File: config.mk
export PLATFORM = sky130hd
export DESIGN_NAME = load_store_unit
export DESIGN_NICKNAME = d
export VERILOG_FILES = /design/src/rtl/load_store_unit.sv
export SDC_FILE = /design/constraint.sdc
export NUM_CORES = 1
export LEC_CHECK = 0
export ABC_AREA = 1
export ABC_CLOCK_PERIOD_IN_PS = 3450
export CAP_MARGIN = 20
export CORE_ASPECT_RATIO = 1.1
export CORE_MARGIN = 3
export CORE_UTILIZATION = 40
export CTS_CLUSTER_SIZE = 25
export DETAILED_ROUTE_END_ITERATION = 10
export MAX_ROUTING_LAYER = met4
export PLACE_DENSITY_LB_ADDON = 0.3
export SETUP_SLACK_MARGIN = 0.1
export SLEW_MARGIN = 20
export SYNTH_ARGS = -nofsm -noshare
export SYNTH_HDL_FRONTEND = slang
export SYNTH_SLANG_ARGS = --single-unit
File: constraint.sdc
create_clock -name clk -period 3.45 [get_ports clk]
set_clock_uncertainty 0.2 [all_clocks]
set_input_delay 0.69 -clock clk [delete_from_list [all_inputs] [get_ports clk]]
set_output_delay 0.69 -clock clk [all_outputs]
set_load 0.02 [all_outputs]
File: src/rtl/load_store_unit.sv
// Byte-wide memory load/store sequencer for 1- or 2-byte CPU accesses.
// Word accesses are enabled by defining LSU_WORD_EN; otherwise every access is a byte access.
module load_store_unit #(
  parameter int ADDR_WIDTH = 16,
  parameter int DATA_WIDTH = 8
) (
  input  logic                    clk,
  input  logic                    rst,
  input  logic                    req_valid,
  output logic                    req_ready,
  input  logic                    req_write,
  input  logic                    req_word,
  input  logic [ADDR_WIDTH-1:0]   req_addr,
  input  logic [2*DATA_WIDTH-1:0] req_wdata,
  output logic                    resp_valid,
  output logic [2*DATA_WIDTH-1:0] resp_rdata,
  output logic                    mem_write_en,
  output logic                    mem_read_en,
  output logic [ADDR_WIDTH-1:0]   mem_addr,
  output logic [DATA_WIDTH-1:0]   mem_data_in,
  input  logic [DATA_WIDTH-1:0]   mem_data_out
);

  typedef enum logic [2:0] {IDLE, ACC_LO, ACC_HI, CAP, DONE} state_t;

  state_t                  state_q, state_d;
  logic                    write_q, write_d;
  logic                    word_q, word_d;
  logic [ADDR_WIDTH-1:0]   addr_q, addr_d;
  logic [2*DATA_WIDTH-1:0] wdata_q, wdata_d;
  logic [DATA_WIDTH-1:0]   rdata_lo_q, rdata_lo_d;
  logic                    resp_valid_q, resp_valid_d;
  logic [2*DATA_WIDTH-1:0] resp_rdata_q, resp_rdata_d;
  logic                    mem_we_q, mem_we_d;
  logic                    mem_re_q, mem_re_d;
  logic [ADDR_WIDTH-1:0]   mem_addr_q, mem_addr_d;
  logic [DATA_WIDTH-1:0]   mem_din_q, mem_din_d;

`ifndef LSU_WORD_EN
  logic unused_req_word;
  assign unused_req_word = req_word;
`endif

  // Memory controls are registered: they are computed on the edge that enters
  // the access state, so they are stable for the whole ACC_LO/ACC_HI cycle.
  always_comb begin
    state_d      = state_q;
    write_d      = write_q;
    word_d       = word_q;
    addr_d       = addr_q;
    wdata_d      = wdata_q;
    rdata_lo_d   = rdata_lo_q;
    resp_valid_d = 1'b0;
    resp_rdata_d = resp_rdata_q;
    mem_we_d     = 1'b0;
    mem_re_d     = 1'b0;
    mem_addr_d   = mem_addr_q;
    mem_din_d    = mem_din_q;

    case (state_q)
      IDLE: begin
        if (req_valid) begin
          write_d = req_write;
`ifdef LSU_WORD_EN
          word_d  = req_word;
`else
          word_d  = 1'b0;
`endif
          addr_d     = req_addr;
          wdata_d    = req_wdata;
          mem_addr_d = req_addr;
          mem_we_d   = req_write;
          mem_re_d   = ~req_write;
          if (req_write) mem_din_d = req_wdata[DATA_WIDTH-1:0];
          state_d = ACC_LO;
        end
      end
      ACC_LO: begin
        if (word_q) begin
          mem_addr_d = addr_q + 1'b1;
          mem_we_d   = write_q;
          mem_re_d   = ~write_q;
          if (write_q) mem_din_d = wdata_q[2*DATA_WIDTH-1:DATA_WIDTH];
          state_d = ACC_HI;
        end else if (!write_q) begin
          state_d = CAP;
        end else begin
          resp_valid_d = 1'b1;
          state_d      = DONE;
        end
      end
      ACC_HI: begin
        if (!write_q) begin
          rdata_lo_d = mem_data_out;
          state_d    = CAP;
        end else begin
          resp_valid_d = 1'b1;
          state_d      = DONE;
        end
      end
      CAP: begin
        if (word_q) resp_rdata_d = {mem_data_out, rdata_lo_q};
        else        resp_rdata_d = {{DATA_WIDTH{1'b0}}, mem_data_out};
        resp_valid_d = 1'b1;
        state_d      = DONE;
      end
      DONE:    state_d = IDLE;
      default: state_d = IDLE;
    endcase
  end

  always_ff @(posedge clk or posedge rst) begin
    if (rst) begin
      state_q      <= IDLE;
      write_q      <= 1'b0;
      word_q       <= 1'b0;
      addr_q       <= '0;
      wdata_q      <= '0;
      rdata_lo_q   <= '0;
      resp_valid_q <= 1'b0;
      resp_rdata_q <= '0;
      mem_we_q     <= 1'b0;
      mem_re_q     <= 1'b0;
      mem_addr_q   <= '0;
      mem_din_q    <= '0;
    end else begin
      state_q      <= state_d;
      write_q      <= write_d;
      word_q       <= word_d;
      addr_q       <= addr_d;
      wdata_q      <= wdata_d;
      rdata_lo_q   <= rdata_lo_d;
      resp_valid_q <= resp_valid_d;
      resp_rdata_q <= resp_rdata_d;
      mem_we_q     <= mem_we_d;
      mem_re_q     <= mem_re_d;
      mem_addr_q   <= mem_addr_d;
      mem_din_q    <= mem_din_d;
    end
  end

  assign req_ready    = (state_q == IDLE);
  assign resp_valid   = resp_valid_q;
  assign resp_rdata   = resp_rdata_q;
  assign mem_write_en = mem_we_q;
  assign mem_read_en  = mem_re_q;
  assign mem_addr     = mem_addr_q;
  assign mem_data_in  = mem_din_q;

endmodule

# Word-level counts from Yosys, hierarchy flattened
# Index checks and enable logic that the tools add are counted.
dict set report word_totals {
  reg_bits 39
  elab_cells 36
  input_bits 45
  output_inout_bits 44
}
dict set report op_classes {
  n_reduce_logical 6
  eq_ne 6
  bitwise_logic 2
  n_mux 14
}
# operator n
set op_table {}
lappend op_table {{16-bit 2-to-1 mux} 2}
lappend op_table {{8-bit 2-to-1 mux} 3}
lappend op_table {{3-bit one-hot mux with 3 select lines} 1}
lappend op_table {{3-bit by 2-bit == test with 1-bit output (second input constant)} 2}
lappend op_table {{3-bit 2-to-1 mux} 2}
lappend op_table {{1-bit 2-to-1 mux} 5}
lappend op_table {{5-bit AND reduction} 1}
lappend op_table {{2-bit != test (second input constant)} 2}
lappend op_table {{3-bit by 1-bit == test with 1-bit output (second input constant)} 1}
lappend op_table {{3-bit zero test} 1}
lappend op_table {{3-bit AND reduction} 1}
lappend op_table {{2-bit by 1-bit != test with 1-bit output (second input constant)} 1}
lappend op_table {{1-bit NOT} 2}
lappend op_table {{1-bit one-hot mux with 2 select lines} 1}
lappend op_table {{2-bit AND reduction} 1}
lappend op_table {{2-bit nonzero test} 1}
lappend op_table {{2-bit OR reduction} 1}

# Longest topological paths before layout
# Gate-level depths: netlist (run 1).
dict set report logic_depth {
  depth_word 3
  depth_mapped 6
  depth_no_buf 5
}

# Worst setup path before layout (run 1)
# No wires, ideal clock.
dict set report synth_timing {
  kind {register -> output}
  from {register state_q[1]}
  to {output req_ready}
  t_arrival_ps 1042
  setup_slack_ps 1518
  required_ps 2560
  n_path_buf 1
  stages_incl_launch_ff 5
  cell_sequence {dfrtp_1 -> nor2_4 -> buf_2 -> nand2_1 -> inv_1}
}
dict set report synth_between {
  elab_chain_cells 1
}
# element line
set synth_lines {}
lappend synth_lines {{start: declaration} 26} ;# state_t state_q, state_d;
lappend synth_lines {{start signal: assignment} 127} ;# state_q <= state_d;
lappend synth_lines {{3-bit zero test} 142} ;# assign req_ready = (state_q == IDLE);
lappend synth_lines {{end: declaration} 10} ;# output logic req_ready,
# Every way passes these cells.

# Final worst setup path (run 1)
# Ends and elaborated chain as after synthesis.

==> results of run 1 <==
-- how the worst min path moves through the flow --
| stage | start | endpoint | slack (ns) | depth (start not counted) |
|---|---|---|---|---|
| 3_5_place_dp | mem_addr[4] | mem_addr[4] | 0.26 | 2 |
| 3_3_place_gp | mem_addr[14] | mem_addr[14] | 0.25 | 2 |
| 4_1_cts | mem_data_in[0] | mem_data_in[0] | 0.28 | 2 |
| 6_report | mem_data_in[0] | mem_data_in[0] | 0.27 | 2 |
| 5_1_grt | mem_addr[11] | mem_addr[11] | 0.30 | 2 |
| 2_1_floorplan | write_q | write_q | 0.24 | 2 |
-- worst max-delay path, cell delays in order (launching register included) --
cell and delay, ns:
dfrtp_1 0.43, nor2_4 0.11, buf_4 0.29, nand2_1 0.09, inv_1 0.07, clkdlybuf4s50_1 0.59
-- cell usage after synthesis (2+ instances only) --
cell       n
nand2_1   62
dfrtp_1   39
nand4_1   24
inv_1     13
o21ai_0   12
buf_4      9
buf_2      5
clkbuf_1   2
nand3_2    2
nor2_1     2
-- area by class of cell --
| cell class | count | area [µm²] |
|---|---|---|
| Fill cell | 332 | 1370 |
| Inverter | 14 | 52.6 |
| Multi-Input combinational cell | 112 | 529 |
| Tap cell | 50 | 62.6 |
| Clock buffer | 6 | 72.6 |
| Timing Repair Buffer | 75 | 741 |
| Sequential cell | 39 | 976 |
-- cell families after synthesis --
| logic type | after synthesis | share of synthesized area |
|---|---|---|
| AOI/OAI and AO/OA | 12 | 0.0366 |
| buffers and inverters | 31 | 0.0998 |
| other | 1 | 0.00228 |
| and+or+nand+nor | 92 | 0.267 |
| DFF | 39 | 0.594 |
-- through the flow --
stage / hold WS, ns / worst slack, ns / util / std cells / power [mW]
2_1_floorplan: 0.242 / 1.52 / - / 182 / 1.38
3_3_place_gp: 0.252 / 1.00 / 0.622 / 290 / 1.87
3_5_place_dp: 0.263 / 0.990 / 0.622 / 290 / 1.89
4_1_cts: 0.275 / 0.668 / 0.641 / 296 / 2.17
5_1_grt: 0.296 / 0.563 / 0.641 / 296 / 2.31
6_report: 0.271 / 0.684 / 0.641 / 296 / 2.14
-- power by group through the flow --
stage	Clock [mW]	Sequential (mW)	Combinational [mW]
detailed placement	0	0.787	1.10
global route	0.306	0.805	1.20
global placement	0	0.781	1.09
floorplan	0	1.01	0.372
finish	0.269	0.782	1.09
CTS	0.285	0.783	1.11
-- flip-flops by register name (all words and copies together) (netlist names) --
| signal | count |
|---|---|
| mem_write_en | 1 |
| mem_read_en | 1 |
| state_q | 3 |
| mem_addr | 16 |
| resp_rdata | 8 |
| resp_valid | 1 |
| write_q | 1 |
| mem_data_in | 8 |
-- placed cells by master, fill, tap and decap left out --
cell type / instances
clkdlybuf4s50_1: 71
nand2_1: 62
dfrtp_1: 39
nand4_1: 24
inv_1: 13
o21ai_0: 12
conb_1: 8
clkbuf_8: 5
buf_4: 4
nor2_1: 2
nand3_2: 2
nor2_4: 1
nand3_4: 1
clkinv_1: 1
clkbuf_1: 1
-- layer usage --
metal | up-vias | global-route usage | wire length, µm
li1 | 696 | - | -
met1 | 622 | 0.205 | 1550
met2 | 53 | 0.271 | 1770
met3 | 5 | 0.0493 | 302
met4 | 0 | 0.0946 | 61
met5 | - | - | 0
==> run_results.csv, run 1 <==
group,metric,value,unit
placement,placed_area,2360,µm²
worst_setup_path,critical_path_arrival,1.88,ns
floorplanning,die_h,73.2,µm
placement,dp_hpwl,2.62,mm
run_status,outcome,"completed",
synth,ys_seq_elements,39,
power,peakVddDrop,0.516,mV
layout,syn2layout_area_growth,48.1,%
sta,relSlewSlack,0.623,
power,p_int,1.28,mW
floorplanning,die_area,4910,µm²
cts,cts_resized,0,
layout,diodes,0,
placement,gp_congestion,0.705,
layout,nNetsFinal,292,
global_routing,antenna_found_initial,0,
worst_setup_path,crit_path_end_kind,"primary output",
global_routing,gr-total-overflow,0,
power,leakage,1.19,nW
job,maxCapViolations,0,
power,p_sw_frac,0.400,
detailed_routing,routed_via_density,4.65,
synth,synth_top_area_frac,0.594,
detailed_routing,route.vias.total,1376,
sta,hold_viol,0,
sta,finalSetupTns,0,ns
worst_setup_path,crit_end,"req_ready",
synth,synth_seq_area_share,0.594,
synth,postSynth.asyncResetShare,1.00,
sta,fin_crit,2.77,ns
cts,cts_hold_buf,0,
cts,cts_tree,"done",
synth,synth-edff-count,0,
power,seqPwrFrac,0.366,
floorplanning,initial_core_util,0.432,
layout,fin_area,2430,µm²
synth,synth_area,1640,µm²
sta,slew_viol_final,0,
detailed_routing,wl,3.68,mm
worst_setup_path,r2r-start,"state_q[1]",
power,combPwrFrac,0.509,
worst_setup_path,cp-startpoint,"state_q[1]",
worst_setup_path,crit_type,"flop to primary output",
detailed_routing,drc,0,
power,power.share.clock,0.126,
floorplanning,die_x,67.1,µm
synth,synth_cell_type_count,15,
cts,cts_buffers,5,
worst_setup_path,r2r-end,"mem_addr[5]",
cts,post-cts-setup-buffer-count,0,
detailed_routing,first_iter_violations,60,
synth,ys_warn_count,0,
detailed_routing,firstDrtPassIters,6,
worst_setup_path,r2r.worst_path.cells,5,
sta,setup_viol_count_final,0,
cts,clk_pin_slew,0.06,ns
sta,tightest_slew,0.565,ns
cts,htreeDepth,2,
placement,place.port_buffers,71,
synth,synth_area_leaders,"dfrtp_1 (59%), nand2_1 (14%), nand4_1 (9.1%), buf_4 (4.1%), o21ai_0 (3.7%)",
sta,finalCritPeriodShare,0.802,
floorplanning,core_area,3800,µm²
sta,maxClockFrequency,362,MHz
global_routing,grt_pass1_wl,6.18,mm
detailed_routing,wl_per_cell,12.4,µm
synth,avgSynthCellArea,9.39,µm²
synth,yosys.area.top_type,"dfrtp_1",
worst_setup_path,cp-start-kind,"flop",
floorplanning,rows,23,
min_path,hp-class,"flop to flop",
power,power_switching,0.857,mW
global_routing,grt_pass1_vias,1366,
cts,clockBufferDepth,2,
worst_setup_path,worstPathRequired,2.56,ns
global_routing,grt_usage,0.175,
power,powerDensity,879,nW/µm²
layout,drive_above_1_share,0.0528,
cts,insertion_delay,0.28,ns
worst_setup_path,r2r_slack,1.85,ns
worst_setup_path,cp_max_fo,27,
detailed_routing,ant_nets,0,
floorplanning,ios,89,
cts,root_buffer,"clkbuf_8",
cts,clock-sinks,39,
synth,syn_inst,175,
global_routing,grt_max_degree,30,
synth,yosys_most_used_dff,"dfrtp_1",
sta,rsz0062_at_grt,"false",
No activity file was read; power rests on OpenSTA's default activity.
==> run 2, diff against run 1 <==
--- a/config.mk
+++ b/config.mk
@@ -6,11 +6,11 @@
 export NUM_CORES = 1
 export LEC_CHECK = 0
 export ABC_AREA = 1
-export ABC_CLOCK_PERIOD_IN_PS = 3450
+export ABC_CLOCK_PERIOD_IN_PS = 2200
 export CAP_MARGIN = 20
 export CORE_ASPECT_RATIO = 1.1
 export CORE_MARGIN = 3
-export CORE_UTILIZATION = 40
+export CORE_UTILIZATION = 35
 export CTS_CLUSTER_SIZE = 25
 export DETAILED_ROUTE_END_ITERATION = 10
 export MAX_ROUTING_LAYER = met4
==> constraint.sdc (replaced) <==
create_clock -name clk -period 2.2 [get_ports clk]
set_clock_uncertainty 0.2 [all_clocks]
set_input_delay 0.44 -clock clk [delete_from_list [all_inputs] [get_ports clk]]
set_output_delay 0.44 -clock clk [all_outputs]
set_load 0.02 [all_outputs]
==> run 2 against run 1 <==
  * Clock power increased by 92%
  * Count of clock-buffer cells in the layout up 2
  * Cell area increased by 2.1%
  * Cell count grew 2.4%
  * Global-route usage shrank 4.0 points
  * First-iteration DRC count shrank 20%
  * Via count shrank 0.65%
  * Utilization is 7.7 points lower
  * Die area is 13% higher
  * Critical path type unchanged
  * Critical endpoint unchanged
  * Highest routed layer unchanged
==> run_results.csv, run 2 (synthesized netlist as in run 1, its figures left out) <==
group,metric,value,unit
floorplanning,rows,25,
min_path,hp-class,"input pin to async pin",
floorplanning,core_area,4410,µm²
sta,maxClockFrequency,521,MHz
global_routing,grt_usage,0.135,
cts,root_buffer,"clkbuf_8",
worst_setup_path,crit_buf_inv,2,
sta,fin_crit,1.92,ns
sta,tightest_slew,0.497,ns
run_status,outcome,"completed",
detailed_routing,route.vias.total,1367,
detailed_routing,routed_via_density,4.51,
job,maxCapViolations,0,
sta,finalCritPeriodShare,0.873,
cts,cts_tree,"done",
global_routing,grt_max_degree,29,
global_routing,grt_pass1_vias,1301,
worst_setup_path,r2r.worst_path.cells,4,
worst_setup_path,crit_path_end_kind,"primary output",
cts,htreeDepth,2,
floorplanning,die_x,71.3,µm
global_routing,grt_pass1_wl,5.79,mm
cts,insertion_delay,0.28,ns
layout,largest_register_ffs,16,
detailed_routing,first_iter_violations,48,
worst_setup_path,crit_cells,4,
cts,clock-sinks,39,
layout,drive_above_1_share,0.0643,
layout,num-fill-cells,419,
cts,clk_pin_slew,0.07,ns
sta,relSlewSlack,0.666,
worst_setup_path,cp_top_family,"flip-flops",
worst_setup_path,cp_max_fo,4,
worst_setup_path,critPathMaxStageDelay,0.43,ns
floorplanning,initial_core_util,0.372,
detailed_routing,wl,3.54,mm
detailed_routing,drc,0,
sta,setup_viol_count_final,0,
layout,nNetsFinal,293,
sta,finalSetupTns,0,ns
worst_setup_path,worstPathCellList,"nor2_4 -> nand2_1 -> inv_1 -> dlygate4sd2_1",
placement,dp_hpwl,2.53,mm
layout,fin_util,0.563,
layout,final_cell_mix,"clkdlybuf4s50_1 (70), nand2_1 (62), dfrtp_1 (39)",
global_routing,gr-total-overflow,0,
placement,place_ws,0.296,ns
placement,place.port_buffers,71,
power,powerDensity,1380,nW/µm²
worst_setup_path,cp-start-kind,"flop",
detailed_routing,firstDrtPassIters,4,
detailed_routing,wl_per_cell,11.7,µm
sta,slew_viol_final,0,
floorplanning,die_h,77.9,µm
cts,cts_buffers,5,
worst_setup_path,worstPathRequired,1.56,ns
placement,gp_congestion,0.649,
layout,syn2layout_area_growth,51.3,%
global_routing,antenna_found_initial,0,
layout,diodes,0,
floorplanning,die_area,5550,µm²
cts,clockBufferDepth,2,
floorplanning,ios,89,
layout,layout_commonest_cell,"clkdlybuf4s50_1",
sta,hold_viol,0,
detailed_routing,ant_nets,0,
sta,setup_ws,0.279,ns
power,leakage,1.21,nW
worst_setup_path,crit_slowest_cell,"dfrtp_1",
worst_setup_path,crit_type,"flop to primary output",
power,peakVddDrop,0.582,mV
worst_setup_path,critical_path_arrival,1.28,ns
sta,rsz0062_at_grt,"false",
-- run 2: changes by cell type in the layout (fill, tap and decap cells not counted) --
cell	delta
clkbuf_8	+2
buf_12	+1
clkdlybuf4s50_1	-1
clkinv_1	+1
dlygate4sd2_1	+1
inv_1	-1
-- run 2: stage by stage --
step                hold WS [ns]  power, mW  instance area [µm²]  instances
global placement           0.254       2.94                 2390        295
detailed placement         0.258       2.96                 2390        295
finish                     0.226       3.42                 2480        303
floorplan                  0.242       2.17                 1670        182
global route               0.267       3.67                 2480        303
CTS                        0.234       3.48                 2480        303
-- run 2: path summary, 6_finish.rpt --
path	from	end	slack (ns)
max reg2reg	state_q[2]	resp_rdata[5]	0.58
min reg2reg	mem_data_in[6]	mem_data_in[6]	0.27
max	state_q[1]	req_ready	0.28
min in group clk	mem_data_in[6]	mem_data_in[6]	0.27
min	rst	mem_addr[4]	0.23
max in group asynchronous	rst	write_q	1.12
-- run 2: layer usage --
| metal | global-route usage | share of wire | wire, µm | vias to the layer above |
|---|---|---|---|---|
| li1 | - | - | - | 696 |
| met1 | 0.155 | 0.42 | 1490 | 613 |
| met2 | 0.219 | 0.48 | 1710 | 52 |
| met3 | 0.0363 | 0.081 | 285 | 6 |
| met4 | 0.0620 | 0.015 | 54 | 0 |
| met5 | - | 0 | 0 | - |
-- run 2: worst register-to-register path, cell delays in order (launching register included) --
cell	delay [ns]
dfrtp_1	0.36
inv_1	0.08
buf_4	0.31
nand3_2	0.33
o21ai_0	0.26
-- run 2: where the power goes --
part           total [mW]  switching [mW]  internal, mW
combinational        1.69           0.942         0.751
clock               0.516           0.230         0.286
sequential           1.22           0.172          1.04
-- run 2: final cells by class --
cell class	count	area, µm²	share of cell area
multi-input combinational	112	529	0.213
sequential	39	976	0.393
tap	54	67.6	0.0272
clock buffer	8	100	0.0403
timing repair buffer	76	759	0.306
inverter	14	52.6	0.0211
-- run 2: timing repair --
item	in CTS	in global routing
gates resized for setup	1	0
setup buffers	0	0
endpoints found under the setup margin	1	0
hold buffers	0	0
endpoints found under the hold margin	0	0
